File: config.mk
export PLATFORM = sky130hd
export DESIGN_NAME = fir_chan_arbiter
export DESIGN_NICKNAME = d
export VERILOG_FILES = /design/src/rtl/fir_chan_arbiter_pkg.sv /design/src/rtl/fir_chan_arbiter_rr_arbiter.sv /design/src/rtl/fir_chan_arbiter.sv
export SDC_FILE = /design/constraint.sdc
export NUM_CORES = 1
export LEC_CHECK = 0
export CAP_MARGIN = 20
export CORE_MARGIN = 1
export CORE_UTILIZATION = 52
export CTS_CLUSTER_DIAMETER = 60
export CTS_CLUSTER_SIZE = 14
export DETAILED_ROUTE_END_ITERATION = 6
export MAX_ROUTING_LAYER = met4
export PLACE_DENSITY = 0.95
export SLEW_MARGIN = 20
export SYNTH_ARGS = -nofsm -noshare
export SYNTH_HDL_FRONTEND = slang
export SYNTH_SLANG_ARGS = --single-unit
File: constraint.sdc
create_clock -name clk -period 4.3 [get_ports clk]
set_input_delay 0.86 -clock clk [delete_from_list [all_inputs] [get_ports clk]]
set_output_delay 0.86 -clock clk [all_outputs]
set_load 0.02 [all_outputs]
File: src/rtl/fir_chan_arbiter_pkg.sv
// Shared types and constants for the FIR channel arbiter slice.
package anc_pkg;

  localparam int DW_DEF  = 16;
  localparam int NCH_DEF = 2;
  localparam int CHW_DEF = $clog2(NCH_DEF);
  localparam int STAT_W  = 16;

  typedef logic [1:0] fsm_state_t;
  localparam fsm_state_t ST_IDLE  = 2'd0;
  localparam fsm_state_t ST_ISSUE = 2'd1;
  localparam fsm_state_t ST_BUSY  = 2'd2;

  function automatic logic [STAT_W-1:0] sat_inc(input logic [STAT_W-1:0] v);
    return (v == {STAT_W{1'b1}}) ? v : v + STAT_W'(1);
  endfunction

endpackage

File: src/rtl/fir_chan_arbiter_rr_arbiter.sv
// Combinational round-robin pick: first pending channel after last_grant.
module rr_arbiter #(
  parameter int NCH = 2,
  parameter int CHW = 1
) (
  input  logic [NCH-1:0] pend,
  input  logic [CHW-1:0] last_grant,
  output logic [CHW-1:0] grant,
  output logic           any_req
);

  int             sum;
  logic [CHW-1:0] idx;
  logic           found;

  // Scan upward from last_grant+1, wrapping once around the channel set.
  always_comb begin
    grant = '0;
    found = 1'b0;
    sum   = 0;
    idx   = '0;
    for (int k = 1; k <= NCH; k++) begin
      sum = int'(last_grant) + k;
      if (sum >= NCH) begin
        sum = sum - NCH;
      end else begin
        sum = sum;
      end
      idx = CHW'(sum);
      if (!found && pend[idx]) begin
        found = 1'b1;
        grant = idx;
      end else begin
        found = found;
      end
    end
    any_req = |pend;
  end

endmodule

File: src/rtl/fir_chan_arbiter.sv
// Round-robin time-multiplexer of one FIR engine across NCH channels.
// Optional per-channel completion counters: define FIR_ARB_STATS_EN.
module fir_chan_arbiter
  import anc_pkg::*;
#(
  parameter int NCH     = 2,
  parameter int DW      = DW_DEF,
  parameter int TIMEOUT = 1023,
  parameter int CW      = 10
) (
  input  logic              clk,
  input  logic              rst_n,
  input  logic [NCH-1:0]    ch_valid,
  output logic [NCH-1:0]    ch_ready,
  input  logic [NCH*DW-1:0] ch_x,
  input  logic [NCH*DW-1:0] ch_a,
  output logic [DW-1:0]     ch_out_sample,
  output logic [NCH-1:0]    ch_out_valid,
  output logic              fir_go,
  output logic [DW-1:0]     fir_x,
  output logic [DW-1:0]     fir_a,
  input  logic              fir_done,
  input  logic [DW-1:0]     fir_out,
  output logic              busy,
`ifdef FIR_ARB_STATS_EN
  output logic [NCH*STAT_W-1:0] grant_cnt,
`endif
  output logic              err_timeout
);

  localparam int CHW = $clog2(NCH);

  fsm_state_t             state_q, state_d;
  logic [NCH-1:0]         pend_q, pend_d, ready_q, ready_d, out_valid_q, out_valid_d;
  logic [NCH-1:0][DW-1:0] hold_x_q, hold_x_d, hold_a_q, hold_a_d;
  logic [CHW-1:0]         grant_q, grant_d, last_grant_q, last_grant_d, arb_grant;
  logic [DW-1:0]          fir_x_q, fir_x_d, fir_a_q, fir_a_d, out_sample_q, out_sample_d;
  logic [CW-1:0]          cnt_q, cnt_d, cnt_inc;
  logic                   fir_go_q, fir_go_d, busy_q, busy_d, err_q, err_d, arb_any;

  rr_arbiter #(.NCH(NCH), .CHW(CHW)) u_rr (
    .pend       (pend_q),
    .last_grant (last_grant_q),
    .grant      (arb_grant),
    .any_req    (arb_any)
  );

  // Handshake capture plus IDLE/ISSUE/BUSY job sequencing.
  always_comb begin
    state_d      = state_q;
    pend_d       = pend_q;
    hold_x_d     = hold_x_q;
    hold_a_d     = hold_a_q;
    grant_d      = grant_q;
    last_grant_d = last_grant_q;
    fir_x_d      = fir_x_q;
    fir_a_d      = fir_a_q;
    cnt_d        = cnt_q;
    out_sample_d = out_sample_q;
    out_valid_d  = '0;
    err_d        = err_q;
    fir_go_d     = 1'b0;
    cnt_inc      = cnt_q + CW'(1);
    for (int i = 0; i < NCH; i++) begin
      if (ch_valid[i] && ready_q[i]) begin
        pend_d[i]   = 1'b1;
        hold_x_d[i] = ch_x[i*DW +: DW];
        hold_a_d[i] = ch_a[i*DW +: DW];
      end else begin
        pend_d[i] = pend_d[i];
      end
    end
    case (state_q)
      ST_IDLE: begin
        // Arbiter only sees pend_q, so same-cycle arrivals wait one cycle.
        if (arb_any) begin
          grant_d           = arb_grant;
          fir_x_d           = hold_x_q[arb_grant];
          fir_a_d           = hold_a_q[arb_grant];
          pend_d[arb_grant] = 1'b0;
          fir_go_d          = 1'b1;
          state_d           = ST_ISSUE;
        end else begin
          state_d = ST_IDLE;
        end
      end
      ST_ISSUE: begin
        cnt_d   = '0;
        state_d = ST_BUSY;
      end
      ST_BUSY: begin
        if (fir_done) begin
          out_sample_d         = fir_out;
          out_valid_d[grant_q] = 1'b1;
          last_grant_d         = grant_q;
          state_d              = ST_IDLE;
        end else if (cnt_inc == CW'(TIMEOUT)) begin
          cnt_d        = cnt_inc;
          err_d        = 1'b1;
          last_grant_d = grant_q;
          state_d      = ST_IDLE;
        end else begin
          cnt_d = cnt_inc;
        end
      end
      default: state_d = ST_IDLE;
    endcase
    ready_d = ~pend_d;
    busy_d  = (state_d != ST_IDLE);
  end

  // State and output registers.
  always_ff @(posedge clk or negedge rst_n) begin
    if (!rst_n) begin
      state_q      <= ST_IDLE;
      pend_q       <= '0;
      ready_q      <= '0;
      hold_x_q     <= '0;
      hold_a_q     <= '0;
      grant_q      <= '0;
      last_grant_q <= CHW'(NCH - 1);
      fir_x_q      <= '0;
      fir_a_q      <= '0;
      cnt_q        <= '0;
      out_sample_q <= '0;
      out_valid_q  <= '0;
      err_q        <= 1'b0;
      fir_go_q     <= 1'b0;
      busy_q       <= 1'b0;
    end else begin
      state_q      <= state_d;
      pend_q       <= pend_d;
      ready_q      <= ready_d;
      hold_x_q     <= hold_x_d;
      hold_a_q     <= hold_a_d;
      grant_q      <= grant_d;
      last_grant_q <= last_grant_d;
      fir_x_q      <= fir_x_d;
      fir_a_q      <= fir_a_d;
      cnt_q        <= cnt_d;
      out_sample_q <= out_sample_d;
      out_valid_q  <= out_valid_d;
      err_q        <= err_d;
      fir_go_q     <= fir_go_d;
      busy_q       <= busy_d;
    end
  end

  assign ch_ready      = ready_q;
  assign ch_out_sample = out_sample_q;
  assign ch_out_valid  = out_valid_q;
  assign fir_go        = fir_go_q;
  assign fir_x         = fir_x_q;
  assign fir_a         = fir_a_q;
  assign busy          = busy_q;
  assign err_timeout   = err_q;

`ifdef FIR_ARB_STATS_EN
  logic [NCH-1:0][STAT_W-1:0] gcnt_q, gcnt_d;

  // Completed-job counters; timeouts leave them untouched.
  always_comb begin
    gcnt_d = gcnt_q;
    if (state_q == ST_BUSY && fir_done) begin
      gcnt_d[grant_q] = sat_inc(gcnt_q[grant_q]);
    end else begin
      gcnt_d = gcnt_q;
    end
  end

  // Counter registers.
  always_ff @(posedge clk or negedge rst_n) begin
    if (!rst_n) begin
      gcnt_q <= '0;
    end else begin
      gcnt_q <= gcnt_d;
    end
  end

  assign grant_cnt = gcnt_q;
`endif

endmodule

==> reports/qor.yml <==
status: "completed"
pin_count: 140
synthFlopType: "dfrtp_1"
cts_resized: 0
wl_mm: 12.7
yosys.area.top_type_share: 0.626
async_flop_share: 1.00
ant_nets: 0
firstDrtPassIters: 5
crit_chain: "clkdlybuf4s50_1"
grt_pass1_wl_mm: 20.1
synth_top_cell_by_area: "dfrtp_1"
crit_family: "buffers and inverters"
yosys-top-cells-area: "dfrtp_1 63%, mux2_2 17%, a222oi_1 5.2%"
syn_avg_cell_area_um2: 13.8
fmax_mhz: 414
cts-hold-fix-buffers: 0
clk_latency_ns: 0.52
ys_seq_area_frac: 0.631
rsz0062_at_grt: "false"
final_util: 0.761
layout-drive-gt1-share: 0.244
tightest_slew_ns: 0.889
reg2reg_from: "cnt_q[1]"
critPathMaxFanout: 2
hold_slack_ns: 0.402
vias_per_cell: 5.51
drtIter0Drc: 201
core_mm2: 0.00986
tns_ns: 0
grt-ovfl-total: 0
finalCritPeriodShare: 0.562
grt_pass1_vias: 4070
grt_start_max_net_pins: 79
cts_made_buffers: 17
via_count: 3721
criticalPathCategory: "register to primary output"
drv_cap: 0
skew_ns: 0.00652
finalCriticalPeriod_ns: 2.42
synthToLayoutAreaGrowth_pct: 40.2
synth_seq_cells: 135
dp_hpwl_mm: 8.09
synth-edff-count: 0
r2r_slack_ns: 2.08
powerDensity_mw_per_mm2: 798
ir_worst_vdd_mv: 0.422
cts_tree: "done"
finalSetupViolations: 0
yosysWarnings: 0
min_path_type: "input pin to asynchronous set/reset pin"
die_x_um: 103
max_stage_delay_ns: 0.64
netlist_area_mm2: 0.00536
num_rows: 36
slew_violations: 0
portBuffers: 139
power_mw: 5.99
cp_num_buf_inv: 1
place_congestion: 0.850
clockRootBuffer: "clkbuf_8"
ys_types: 37
relSlewSlack: 0.407
ff2ff_path_depth: 6
crit_arrival_ns: 1.56
p_leak_nw: 3.33
final_net_count: 616
numClockSinks: 135
final-hold-violation-count: 0
diodes: 0
die_area_mm2: 0.0107
cp-start-kind: "register"
clkTransAtPathRegs_ns: 0.06
grt_use_total: 0.265
cp_slowest_cell: "clkdlybuf4s50_1"
floorplan.initialDensity: 0.543
antenna_found_initial: 0
reg2reg_to: "last_grant_q"
cts_buffer_depth: 2
synth_nets: 474
worstPathRequired_ns: 3.44
worstSetupEndpointType: "primary output"
detail_route.wl_per_cell_um: 18.8
cts_max_level: 4
syn_inst: 387
drc_errors: 0
post_cts_buffers: 0
die_h_um: 103
==> cell usage after synthesis, types with 5 or more instances <==
library cell	count
a222oi_1	28
clkbuf_1	19
dfrtp_1	134
inv_1	34
mux2_2	80
mux2i_1	6
nand2_1	17
nor2_1	5
o21ai_0	20
==> cell families (layout without fill, tap and decap cells) <==
family,count (synthesis),count (layout),synth area share
AOI/OAI and AO/OA,64,64,0.0958
xor gates and xnor gates,3,3,0.00491
adders and majority gates,2,2,0.00467
buffers and inverters,54,209,0.0393
DFF,135,135,0.631
muxes,86,86,0.179
and+or+nand+nor,43,43,0.0449
==> routing by layer <==
| metal | vias up | share of wire | GRT usage |
|---|---|---|---|
| met5 | - | 0 | - |
| met4 | 0 | 0.023 | 0.119 |
| met3 | 27 | 0.048 | 0.0598 |
| met2 | 128 | 0.54 | 0.451 |
| met1 | 1879 | 0.39 | 0.299 |
| li1 | 1687 | - | - |
==> flip-flops by register name, summed over array words and instances, names as in the netlist, 2 cells and up <==
| name | count |
|---|---|
| hold_a_q | 32 |
| hold_x_q | 32 |
| ch_out_sample | 16 |
| fir_a | 16 |
| fir_x | 16 |
| cnt_q | 10 |
| ch_out_valid | 2 |
| ch_ready | 2 |
| pend_q | 2 |
| state_q | 2 |
==> where the power goes <==
group / total, mW / internal, mW / switching (mW)
sequential: 2.24 / 1.88 / 0.356
combinational: 2.26 / 1.13 / 1.12
clock: 1.49 / 0.968 / 0.527
total: 5.99 / 3.98 / 2.01
==> cell usage in the layout (no fill, tap or decap), drive strengths merged, types with 3 or more instances in the layout <==
master and count:
a21o 3, a222oi 28, inv 34, o21ai 22
nand3 3, mux2i 6, bufinv 4, nand2 17
and2 3, clkinv 7, nor2 5, dfrtp 134
nand4 3, and3 5, clkbuf 19, clkdlybuf4s50 138
buf 5, mux2 80
==> how the worst max path moves through the flow <==
| stage | cells after the start | slack (ns) | to | from |
|---|---|---|---|---|
| 3_3_place_gp | 3 | 1.71 | hold_a_q[27] | ch_valid[1] |
| 3_5_place_dp | 3 | 1.67 | hold_x_q[26] | ch_valid[1] |
| 5_1_grt | 1 | 1.85 | ch_ready[1] | ch_ready[1] |
| 6_report | 1 | 1.88 | ch_ready[1] | ch_ready[1] |
| 4_1_cts | 1 | 1.86 | ch_ready[1] | ch_ready[1] |
| 2_1_floorplan | 4 | 2.30 | hold_a_q[10] | ch_valid[0] |
==> layout make-up <==
cell class / count / area (um2)
tap: 133 / 166
multi-input combinational: 198 / 1780
inverter: 34 / 128
clock inverter: 13 / 178
sequential: 135 / 3380
timing repair buffer: 143 / 1430
fill: 597 / 2360
clock buffer: 19 / 442
==> stage by stage <==
step / cell area (um2) / setup slack (ns) / cells
finish: 7510 / 1.88 / 675
global placement: 6890 / 1.71 / 643
global route: 7510 / 1.85 / 675
floorplan: 5360 / 2.30 / 387
detailed placement: 6890 / 1.67 / 643
CTS: 7510 / 1.86 / 675
Note: power is estimated with default switching activity, not from simulation.
